**src/rtl/led_seq_ctrl.sv**
```systemverilog
// LED pattern sequencer: clock prescaler producing a step tick, plus a mode FSM
// driving rotate-left/right, flash and (with LED_SEQ_BOUNCE_EN defined) bounce patterns.
module led_seq_ctrl #(
  parameter int unsigned NB_LEDS    = 4,
  parameter int unsigned NB_COUNTER = 32,
  parameter int unsigned LIMIT0     = 2**26-1,
  parameter int unsigned LIMIT1     = 2**25-1,
  parameter int unsigned LIMIT2     = 2**24-1,
  parameter int unsigned LIMIT3     = 2**23-1
) (
  input  logic               clock,
  input  logic               i_reset,
  input  logic               i_enable,
  input  logic [1:0]         i_speed,
  input  logic [1:0]         i_mode,
  output logic [NB_LEDS-1:0] o_led,
  output logic               o_tick,
  output logic [2:0]         o_state
);

  typedef enum logic [2:0] {
    IDLE   = 3'b000,
    ROT_L  = 3'b001,
    ROT_R  = 3'b010,
    FLASH  = 3'b011,
    BOUNCE = 3'b100
  } state_t;

  state_t                  state, state_nxt, mode_state;
  logic [NB_COUNTER-1:0]   counter, counter_nxt, limit;
  logic [NB_LEDS-1:0]      led_nxt;
  logic                    tick_now;
`ifdef LED_SEQ_BOUNCE_EN
  logic                    dir_right, dir_right_nxt, walk_right;
`endif

  always_comb begin
    limit = '0;
    case (i_speed)
      2'd0:    limit = NB_COUNTER'(LIMIT0);
      2'd1:    limit = NB_COUNTER'(LIMIT1);
      2'd2:    limit = NB_COUNTER'(LIMIT2);
      default: limit = NB_COUNTER'(LIMIT3);
    endcase
  end

  always_comb begin
    mode_state = ROT_L;
    case (i_mode)
      2'b00:   mode_state = ROT_L;
      2'b01:   mode_state = ROT_R;
      2'b10:   mode_state = FLASH;
`ifdef LED_SEQ_BOUNCE_EN
      default: mode_state = BOUNCE;
`else
      default: mode_state = ROT_L;
`endif
    endcase
  end

  always_comb begin
    tick_now    = 1'b0;
    counter_nxt = counter;
    state_nxt   = state;
    led_nxt     = o_led;
`ifdef LED_SEQ_BOUNCE_EN
    dir_right_nxt = dir_right;
    walk_right    = 1'b0;
`endif
    if (i_enable) begin
      if (counter >= limit) begin
        tick_now    = 1'b1;
        counter_nxt = '0;
      end else begin
        counter_nxt = counter + NB_COUNTER'(1);
      end
    end

    // Mode is only sampled on a tick, so mid-period mode changes are deferred.
    if (tick_now) begin
      state_nxt = mode_state;
      case (mode_state)
        ROT_L: led_nxt = (state == FLASH) ? NB_LEDS'(1)
                                          : {o_led[NB_LEDS-2:0], o_led[NB_LEDS-1]};
        ROT_R: led_nxt = (state == FLASH) ? NB_LEDS'(1)
                                          : {o_led[0], o_led[NB_LEDS-1:1]};
        FLASH: led_nxt = (state == FLASH) ? ~o_led : '1;
`ifdef LED_SEQ_BOUNCE_EN
        BOUNCE: begin
          if (state == FLASH) begin
            led_nxt       = NB_LEDS'(1);
            dir_right_nxt = 1'b0;
          end else begin
            // Direction restarts leftwards on entry; the end bits force a turn.
            walk_right = (state == BOUNCE) ? dir_right : 1'b0;
            if (o_led[NB_LEDS-1])
              walk_right = 1'b1;
            else if (o_led[0])
              walk_right = 1'b0;
            dir_right_nxt = walk_right;
            led_nxt = walk_right ? {1'b0, o_led[NB_LEDS-1:1]}
                                 : {o_led[NB_LEDS-2:0], 1'b0};
          end
        end
`endif
        default: led_nxt = o_led;
      endcase
    end
  end

  always_ff @(posedge clock or negedge i_reset) begin
    if (!i_reset) begin
      counter <= '0;
      o_led   <= NB_LEDS'(1);
      o_tick  <= 1'b0;
      state   <= IDLE;
`ifdef LED_SEQ_BOUNCE_EN
      dir_right <= 1'b0;
`endif
    end else begin
      counter <= counter_nxt;
      o_led   <= led_nxt;
      o_tick  <= tick_now;
      state   <= state_nxt;
`ifdef LED_SEQ_BOUNCE_EN
      dir_right <= dir_right_nxt;
`endif
    end
  end

  assign o_state = state;

endmodule
```
**config.mk**
```make
export PLATFORM = sky130hd
export DESIGN_NAME = led_seq_ctrl
export DESIGN_NICKNAME = d
export VERILOG_FILES = /design/src/rtl/led_seq_ctrl.sv
export SDC_FILE = /design/constraint.sdc
export NUM_CORES = 1
export LEC_CHECK = 0
export CORE_MARGIN = 2
export CORE_UTILIZATION = 50
export DETAILED_ROUTE_END_ITERATION = 10
export PLACE_DENSITY = 0.72
export SLEW_MARGIN = 0
export SYNTH_ARGS = -nofsm -noshare
export SYNTH_HDL_FRONTEND = slang
export SYNTH_SLANG_ARGS = --single-unit
```
**constraint.sdc**
```tcl
create_clock -name clock -period 2.2 [get_ports clock]
set_input_delay 0.66 -clock clock [delete_from_list [all_inputs] [get_ports clock]]
set_output_delay 0.66 -clock clock [all_outputs]
set_load 0.005 [all_outputs]
```
### Word-level counts from Yosys, hierarchy flattened

Index checks and enable logic that the tools add are counted.

* output and inout port bits: 8
* input port bits: 7
* bits in registers: 40

* equal/unequal tests: 8
* bitwise logic cells: 1
* reduce and logical (&&, ||, !) cells: 3
* $add $sub $neg: 1
* muxes and demuxes: 9
* order comparisons: 1

Operators by type and width (count)
* 26-bit one-hot mux with 3 select lines: 1
* 32-bit by 1-bit adder with 32-bit output (second input constant): 1
* 32-bit >= comparator: 1
* 32-bit two-way mux: 1
* 4-bit two-way mux: 3
* 4-bit one-hot mux with 3 select lines: 1
* 3-bit by 2-bit == test with 1-bit output (second input constant): 3
* 2-bit by 1-bit == test with 1-bit output (second input constant): 2
* 2-bit == test (second input constant): 2
* 4-bit inverter: 1
* 2-bit one-hot mux with 2 select lines: 1
* 3-bit by 1-bit == test with 1-bit output (second input constant): 1
* 3-bit nonzero test: 1
* 2-bit logical NOT: 1
* 1-bit two-way mux: 2
* 2-bit AND reduction: 1

### Logic depth before layout (Yosys ltp)

Gate-level depths: netlist of the first run.

* depth in word-level cells: 6
* mapped depth: 8
* mapped depth without buffers: 7

### Least setup slack after synthesis of the first run

Ideal clock, no wire load.

* path kind: input port to flip-flop
* start point: input i_speed[1]
* end point: register counter[20]
* path slack: -379 ps
* stages on the path: 8
* arrival: 2501 ps
* data required time: 2123 ps
* cell sequence: or2_2 -> ha_1 -> or4_1 -> a211o_1 -> a32oi_4 -> inv_2 -> buf_2 -> a21oi_1

* longest elaborated chain between the ends: 4
* elaborated cells between the ends (all ways): 6
* classes of those cells: 1 x order compare; 2 x eq/ne; 2 x mux; 1 x reduce/logical

RTL lines
* start, declared: line 14 `input logic [1:0] i_speed,`
* 2-bit == test (tied with other cells): line 39 `case (i_speed)`
* 26-bit one-hot mux with 3 select lines (*): line 39
* 32-bit >= comparator (*): line 71 `if (counter >= limit) begin`
* 32-bit two-way mux (*): line 71
* end signal, assigned: line 121 `counter <= counter_nxt;`
* end, declared: line 30 `logic [NB_COUNTER-1:0] counter, counter_nxt, limit;`

Every way passes the cells marked *; elsewhere a longest branch is shown, timed or not.
A chain may end at the register's enable or synchronous reset.

### Final worst setup path of the first run

* start point: input i_speed[1]
* end point: register counter[21]

The elaborated chain is that of the path after synthesis.

==> summary.md, run 1 <==
| Metric | Value |
|---|---|
| Worst path slowest cell | or4_4 |
| Ys async rst share | 100% |
| Global-route wire length before repair | between 10,000 and 15,000 um |
| Worst setup margin | -0.113 ns |
| Yosys cell types | 54 |
| Failing checks | setup timing |
| Routed vias | 2,216 |
| Fmax | about 0.43 GHz |
| Setup tns final | -2.99 ns |
| Initial DRC Count | between 100 and 150 |
| Sw power | 0.579 mW |
| Syn_nets | ~270 |
| Antenna-violating nets left | 0 |
| Placed Area | about 0.0028 sq mm |
| Compound-Gate Fraction of Synth Area | 18.4% |
| Synth Area in Adders | ~3.7% |
| Max stage delay on crit path | approximately 0.42 ns |
| Num ports | 15 |
| CP Class | input pin to flop |
| Post-synth top cells | dfrtp_1, nor2_1, nand2_1 |
| Design area | between 0.003 and 0.004 sq mm |
| Antenna violations before repair | 0 |
| Final slew viol count | 0 |
| Die W | about 73 um |
| Top delay family on crit path | simple AND/OR/NAND/NOR gates |
| Power share of the sequential group | between 40% and 50% |
| DP Worst Slack | -0.742 ns |
| Status | complete, but fails checks |
| Syn. warnings | 0 |
| Global-route usage over all layers | roughly a quarter |
| RSZ-0062 raised after global routing | yes |
| Fin. Hold Viols | 0 |
| CTS tree | built |
| Vias in the first global route | between 2,000 and 2,500 |
| Most numerous cell on the critical path | buf_12 |
| Die area | between 0.005 and 0.006 sq mm |
| Skew-Pair Late Insertion Delay | 0.31 ns |
| Area contributors post-synth | dfrtp_1, ha_1, or4_1 |
| Pwr per Cell Area | around 600 mW/mm^2 |
| Fin nets | roughly 320 |
| Fin util | approximately 70% |
| Via density | around 6.2 |
| Area Growth Syn to Fin | 36.8% |
| Num CTS Buffers | 5 |
| Die Y | 72.9 um |
| Proportion of layout cells with a drive suffix above 1 | between 30% and 40% |
| Cell count after synthesis | approximately 250 |
| Max VDD drop | roughly 0.00036 V |
| Syn avg cell area | approximately 9.3 sq um |
| Worst-path clk slew | 0.08 ns |
| Worst hold margin | about 0.30 ns |
| Total power draw | 1.94 mW |
| Final WL | between 6000 and 7000 um |
| Cell breakdown of the critical path | buf_6 -> or2_4 -> ha_4 -> or4_4 -> a211o_1 -> a32oi_4 -> inv_4 -> buf_12 -> buf_12 -> a21oi_2 |
| Netlist area before placement | 0.00237 sq mm |
| Max FO, Critical Path | 5 |
| Post-synthesis xor/xnor area fraction | ~4% |
| Worst Setup End Kind | flop |
| Post-layout min period | 2.31 ns |
| Final std cells w/o fill | approximately 360 |
| Main combinational cell family by area after synthesis | simple AND/OR/NAND/NOR gates |
| CTS Root Cell | clkbuf_8 |
| Synthesis-stage register bit count | 39 |
| CP Buf/Inv Count | 4 |
| Leakage power | ~1.3 nW |
| CP required | between 2 and 2.5 ns |
| Clock power frac | between 30% and 40% |
| Share of the synthesized area in the top cell type | between 40 and 50% |
| Post-CTS Hold Buffers | 0 |
| CTS H-tree lvls | 2 |
| Total core area | between 0.004 and 0.005 sq mm |
| Internal | roughly 1.4 mW |
| Setup crit start kind | input pin |
| Combinational power share | about 22% |
| N_diodes | 0 |
| WP data arrival | 2.56 ns |
| WL/cell | ~17 um |
| Max-cap viol count | 0 |
| Switching share of total power | slightly below 30% |
| Clock buffer depth | 2 |
| Final setup viols | 35 |
| DP Cell Count | 343 |
| Post-synthesis mux area share | under 10% |
| Worst clock skew | 0.00474 ns |
| Sinks on Clock Net | 39 |
| Post-synthesis simple-gate area fraction | a little over a quarter |
| Pin count of the biggest net entering global routing | 22 |
| Num rows | 25 |
| Seq/Total Area, Yosys | between 40% and 50% |
| Min-delay worst type | input pin to async pin |
| Crit share post-route | 105% |
| First-pass DRT Iterations | 5 |
| Input/output buffers | 13 |
| Routability cong. | roughly 0.83 |
| Area leader, netlist | dfrtp_1 |
| Most common cell in the synthesized netlist | dfrtp_1 |
| Top_reg_cell synth | dfrtp_1 |
| Grt total ovfl | 0 |
| Detailed Place HPWL | ~4100 um |
| EDFF count, synth | 0 |
| Initial core utilization | just over 50% |
| Post-route DRC | 0 |
## power by group through the flow
stage | clock, mW | sequential [mW] | combinational, mW
after floorplan | 0 | 0.857 | 0.205
after global placement | 0 | 0.871 | 0.360
after detailed placement | 0 | 0.873 | 0.366
after CTS | 0.652 | 0.859 | 0.421
after global routing | 0.676 | 0.873 | 0.474
final | 0.648 | 0.862 | 0.431
## worst register-to-register path: stages, from the launching register on
cell and delay, ns:
dfrtp_1 0.48, ha_4 0.20, or4_4 0.42, a211o_1 0.29
a32oi_4 0.24, inv_4 0.09, buf_12 0.14, buf_12 0.13
a21oi_2 0.09
## metal layers
metal  part of all wire, %  track usage (%)  vias up
met5                     0                0        -
met4                   1.6             10.1        0
met3                   2.8             3.73       11
met2                    51             42.9       39
met1                    45             32.4     1115
li1                      -                -     1051
## cell type report
type / count / area (sq um)
clock buffers: 6 / 82.6
well taps: 54 / 67.6
inverters: 11 / 43.8
multi-input cells: 192 / 1490
repair buffers: 54 / 547
flip-flops and latches: 39 / 977
clock inverters: 2 / 35.0
fillers: 348 / 1420
## path summary, 6_finish.rpt
| kind | slack [ns] | depth (start not counted) | start | to |
|---|---|---|---|---|
| setup / recovery | -0.11 | 10 | i_speed[1] | counter[21] |
| hold / removal | 0.30 | 1 | i_reset | counter[24] |
| setup reg to reg | 0.05 | 8 | counter[25] | counter[21] |
| hold reg to reg | 0.54 | 1 | counter[31] | counter[31] |
| max in group asynchronous | 1.44 | 2 | i_reset | counter[28] |
| min in group clock | 0.54 | 1 | counter[31] | counter[31] |
## what timing repair did
action                     in CTS  in global routing
pin swaps                       7                  4
resized for setup              45                 15
buffers inserted                5                  2
setup endpoints to repair      39                 37
gates cloned                    2                  1
## cells in the final DEF, fill, tap and decap left out, drive strengths merged, types with 8 or more instances in the layout
cell	Yosys	routed
xnor2	8	8
or4	15	15
nand3	15	15
nand2	19	19
inv	11	11
dfrtp	38	38
clkdlybuf4s50	0	10
nor2	20	20
o31ai	9	9
buf	7	43
a21oi	16	16
## cell families (layout without fill, tap and decap cells)
group           count (synthesis)  after routing
compound gates                 60             60
buf+inv                        23             73
mux                             3              3
xor+xnor                       11             11
simple gates                  110            110
flops                          39             39
fa+ha+maj                       7              7
other cells                     1              1
## sequential cells by signal (all words and copies together), names as in the netlist
signal and count:
counter 32, o_state 2, o_tick 1, o_led 4
Power figures use the tool's default switching activity.
==> run 2: changes to the inputs <==
Settings changed: CELL_PAD_IN_SITES_DETAIL_PLACEMENT set to 1, CELL_PAD_IN_SITES_GLOBAL_PLACEMENT set to 1, CORE_UTILIZATION 50 to 40, PLACE_DENSITY 0.72 to 0.73.
==> run 2 against run 1 <==
The run still ends with setup timing left. Count of clock-buffer cells in the layout did not move. Sequential cell count unchanged. Final area up 3.7%. Die area increased by 24%. Largest cell class unchanged. Sequential power grew 0.6%. Hold slack better by 0.0069 ns.
==> summary.md, run 2 (synthesis results as in run 1) <==
| Metric | Value |
|---|---|
| Skew-Pair Late Insertion Delay | 0.30 ns (was 0.31 ns) |
| Initial core utilization | 40.8% (was 50.9%) |
| Setup tns final | -3.66 ns (was -2.99 ns) |
| Grt total ovfl | 0 (unchanged) |
| Worst setup margin | -0.145 ns (was -0.113 ns) |
| WP data arrival | 2.57 ns (was 2.56 ns) |
| Crit share post-route | 107% (was 105%) |
| Final slew viol count | 0 (unchanged) |
| Die W | 81.0 um (was 72.9 um) |
| Via density | 5.85 (was 6.19) |
| Routed vias | 2,253 (was 2,216) |
| Die area | 0.00656 sq mm (was 0.00531 sq mm) |
| Global-route usage over all layers | 24.3% (was 25.3%) |
| Failing checks | setup timing (unchanged) |
| CP required | 2.43 ns (was 2.44 ns) |
| Number of flip-flops under the largest register name | 32 (unchanged) |
| Min-delay worst type | input pin to async pin (unchanged) |
| Antenna violations before repair | 0 (unchanged) |
| Global-route wire length before repair | 12,200 um (was 10,300 um) |
| Post-route DRC | 0 (unchanged) |
| Setup crit start kind | input pin (unchanged) |
| Sinks on Clock Net | 39 (unchanged) |
| Pwr per Cell Area | 585 mW/mm^2 (was 598 mW/mm^2) |
| Most frequent cells in the layout | dfrtp_1, buf_4, nand2_1, nand3_1, nor2_4 (was dfrtp_1, buf_4, nand2_1, nand3_1, a21oi_2) |
| Post-layout min period | 2.35 ns (was 2.31 ns) |
| Detailed Place HPWL | 4620 um (was 4050 um) |
| Max-cap viol count | 0 (unchanged) |
| Grt met2 use | 40.2% (was 42.9%) |
| Final WL | 7440 um (was 6260 um) |
| Fmax | 0.426 GHz (was 0.432 GHz) |
| CP Buf/Inv Count | 4 (unchanged) |
| RSZ-0062 raised after global routing | yes (unchanged) |
| Total power draw | 1.97 mW (was 1.94 mW) |
| Power share of the sequential group | 44.0% (was 44.4%) |
| Combinational power share | 23.6% (was 22.2%) |
| M3 GR Usage | 3.44% (was 3.73%) |
| CTS H-tree lvls | 2 (unchanged) |
| Internal | 1.38 mW (was 1.36 mW) |
| Num ports | 15 (unchanged) |
| Antenna-violating nets left | 0 (unchanged) |
| CTS tree | built (unchanged) |
| CTS Root Cell | clkbuf_8 (unchanged) |
| Die Y | 81.0 um (was 72.9 um) |
| WP depth | 10 (unchanged) |
| Area Growth Syn to Fin | 41.9% (was 36.8%) |
| Max VDD drop | 0.000431 V (was 0.000364 V) |
| Routability cong. | 0.816 (was 0.828) |
| Largest reg by FF count | counter (unchanged) |
| Final setup viols | 36 (was 35) |
| Fin nets | 323 (was 317) |
| Worst R2R Path Depth | 8 (unchanged) |
| Input/output buffers | 13 (unchanged) |
| Clock buffer depth | 2 (unchanged) |
| Routing usage on met1 | 32.5% (was 32.4%) |
| Max FO, Critical Path | 6 (was 5) |
| First-pass DRT Iterations | 4 (was 5) |
| Cell breakdown of the critical path | buf_6 -> or2_4 -> ha_4 -> or4_4 -> a211o_1 -> a32oi_4 -> inv_4 -> buf_6 -> buf_16 -> a21oi_2 (was buf_6 -> or2_4 -> ha_4 -> or4_4 -> a211o_1 -> a32oi_4 -> inv_4 -> buf_12 -> buf_12 -> a21oi_2) |
| Most numerous cell on the critical path | buf_6 (was buf_12) |
| Pin count of the biggest net entering global routing | 23 (was 22) |
| Fin util | 57.9% (was 69.6%) |
| Top delay family on crit path | simple AND/OR/NAND/NOR gates (unchanged) |
| Worst path slowest cell | or4_4 (unchanged) |
| Most Used Layer, Global Route | met2 (unchanged) |
| Num CTS Buffers | 5 (unchanged) |
| Switching share of total power | 30.1% (was 29.8%) |
| Layout fillers | 663 (was 348) |
| Proportion of layout cells with a drive suffix above 1 | 36.8% (was 34.9%) |
| N_diodes | 0 (unchanged) |
| Total core area | 0.00582 sq mm (was 0.00466 sq mm) |
| CP Class | input pin to flop (unchanged) |
| Vias in the first global route | 2,420 (was 2,215) |
| Fin. Hold Viols | 0 (unchanged) |
| Leakage power | 1.33 nW (was 1.28 nW) |
| Status | complete, but fails checks (unchanged) |
| Worst-path clk slew | 0.08 ns (about the same) |
| Worst Setup End Kind | flop (unchanged) |
| Commonest non-fill, non-tap cell in the layout | dfrtp_1 (unchanged) |
| Num rows | 28 (was 25) |
| Max stage delay on crit path | 0.41 ns (was 0.42 ns) |
| Sw power | 0.594 mW (was 0.579 mW) |
| Initial DRC Count | 90 (was 128) |
| WL/cell | 19.3 um (was 17.5 um) |
| Worst clock skew | 0.00495 ns (was 0.00474 ns) |
| Clock power frac | 32.4% (was 33.4%) |
run 2: worst paths after layout:
path / from / endpoint / slack (ns)
max reg2reg: counter[25] / counter[21] / 0
min in group clock: counter[31] / counter[31] / 0.51
min reg2reg: counter[31] / counter[31] / 0.51
min: i_reset / counter[18] / 0.30
max: i_speed[1] / counter[21] / -0.15
max in group asynchronous: i_reset / o_led[0] / 1.35
run 2: power groups by stage:
stage	sequential (mW)	combinational [mW]	clock (mW)
floorplan	0.857	0.205	0
global placement	0.873	0.371	0
detailed placement	0.877	0.386	0
CTS	0.865	0.448	0.652
global route	0.879	0.509	0.685
finish	0.867	0.466	0.638
run 2: per-layer routing:
layer / up-vias / wire, um
met1: 1136 / 3430
met5: - / 0
li1: 1066 / -
met4: 0 / 150
met2: 36 / 3720
met3: 15 / 142
run 2: metrics by stage:
step / setup WS [ns] / hold WS, ns / instance area [sq um] / instances
2_1_floorplan: -0.274 / 0.364 / 2420 / 254
4_1_cts: -0.266 / 0.315 / 3260 / 383
6_report: -0.145 / 0.302 / 3370 / 385
3_3_place_gp: -0.658 / 0.485 / 2860 / 367
3_5_place_dp: -0.739 / 0.479 / 2860 / 367
5_1_grt: -0.199 / 0.332 / 3370 / 385
run 2: final cells by class:
cell class                 instances  area (sq um)  area share [%]
sequential                        39           977            29.0
inverter                          11          43.8            1.30
tap                               75          93.8            2.79
timing repair buffer              60           601            17.8
multi-input combinational        192          1530            45.5
clock inverter                     2          35.0            1.04
clock buffer                       6          82.6            2.45
run 2: worst reg2reg max path: cells and delay by family (launching register included):
kind | cells | cell delay, ns
AO/OA/AOI/OAI | 3 | 0.63
adder cells (fa/ha/maj) | 1 | 0.21
buffers and inverters | 3 | 0.39
flip-flops | 1 | 0.50
AND/OR/NAND/NOR | 1 | 0.41
run 2: repair_timing:
item / in CTS / in global routing
hold buffers: 0 / 0
endpoints found under the setup margin: 39 / 37
cloned: 3 / 0
pin swaps: 9 / 7
resized for setup: 48 / 19
buffers inserted: 6 / 2
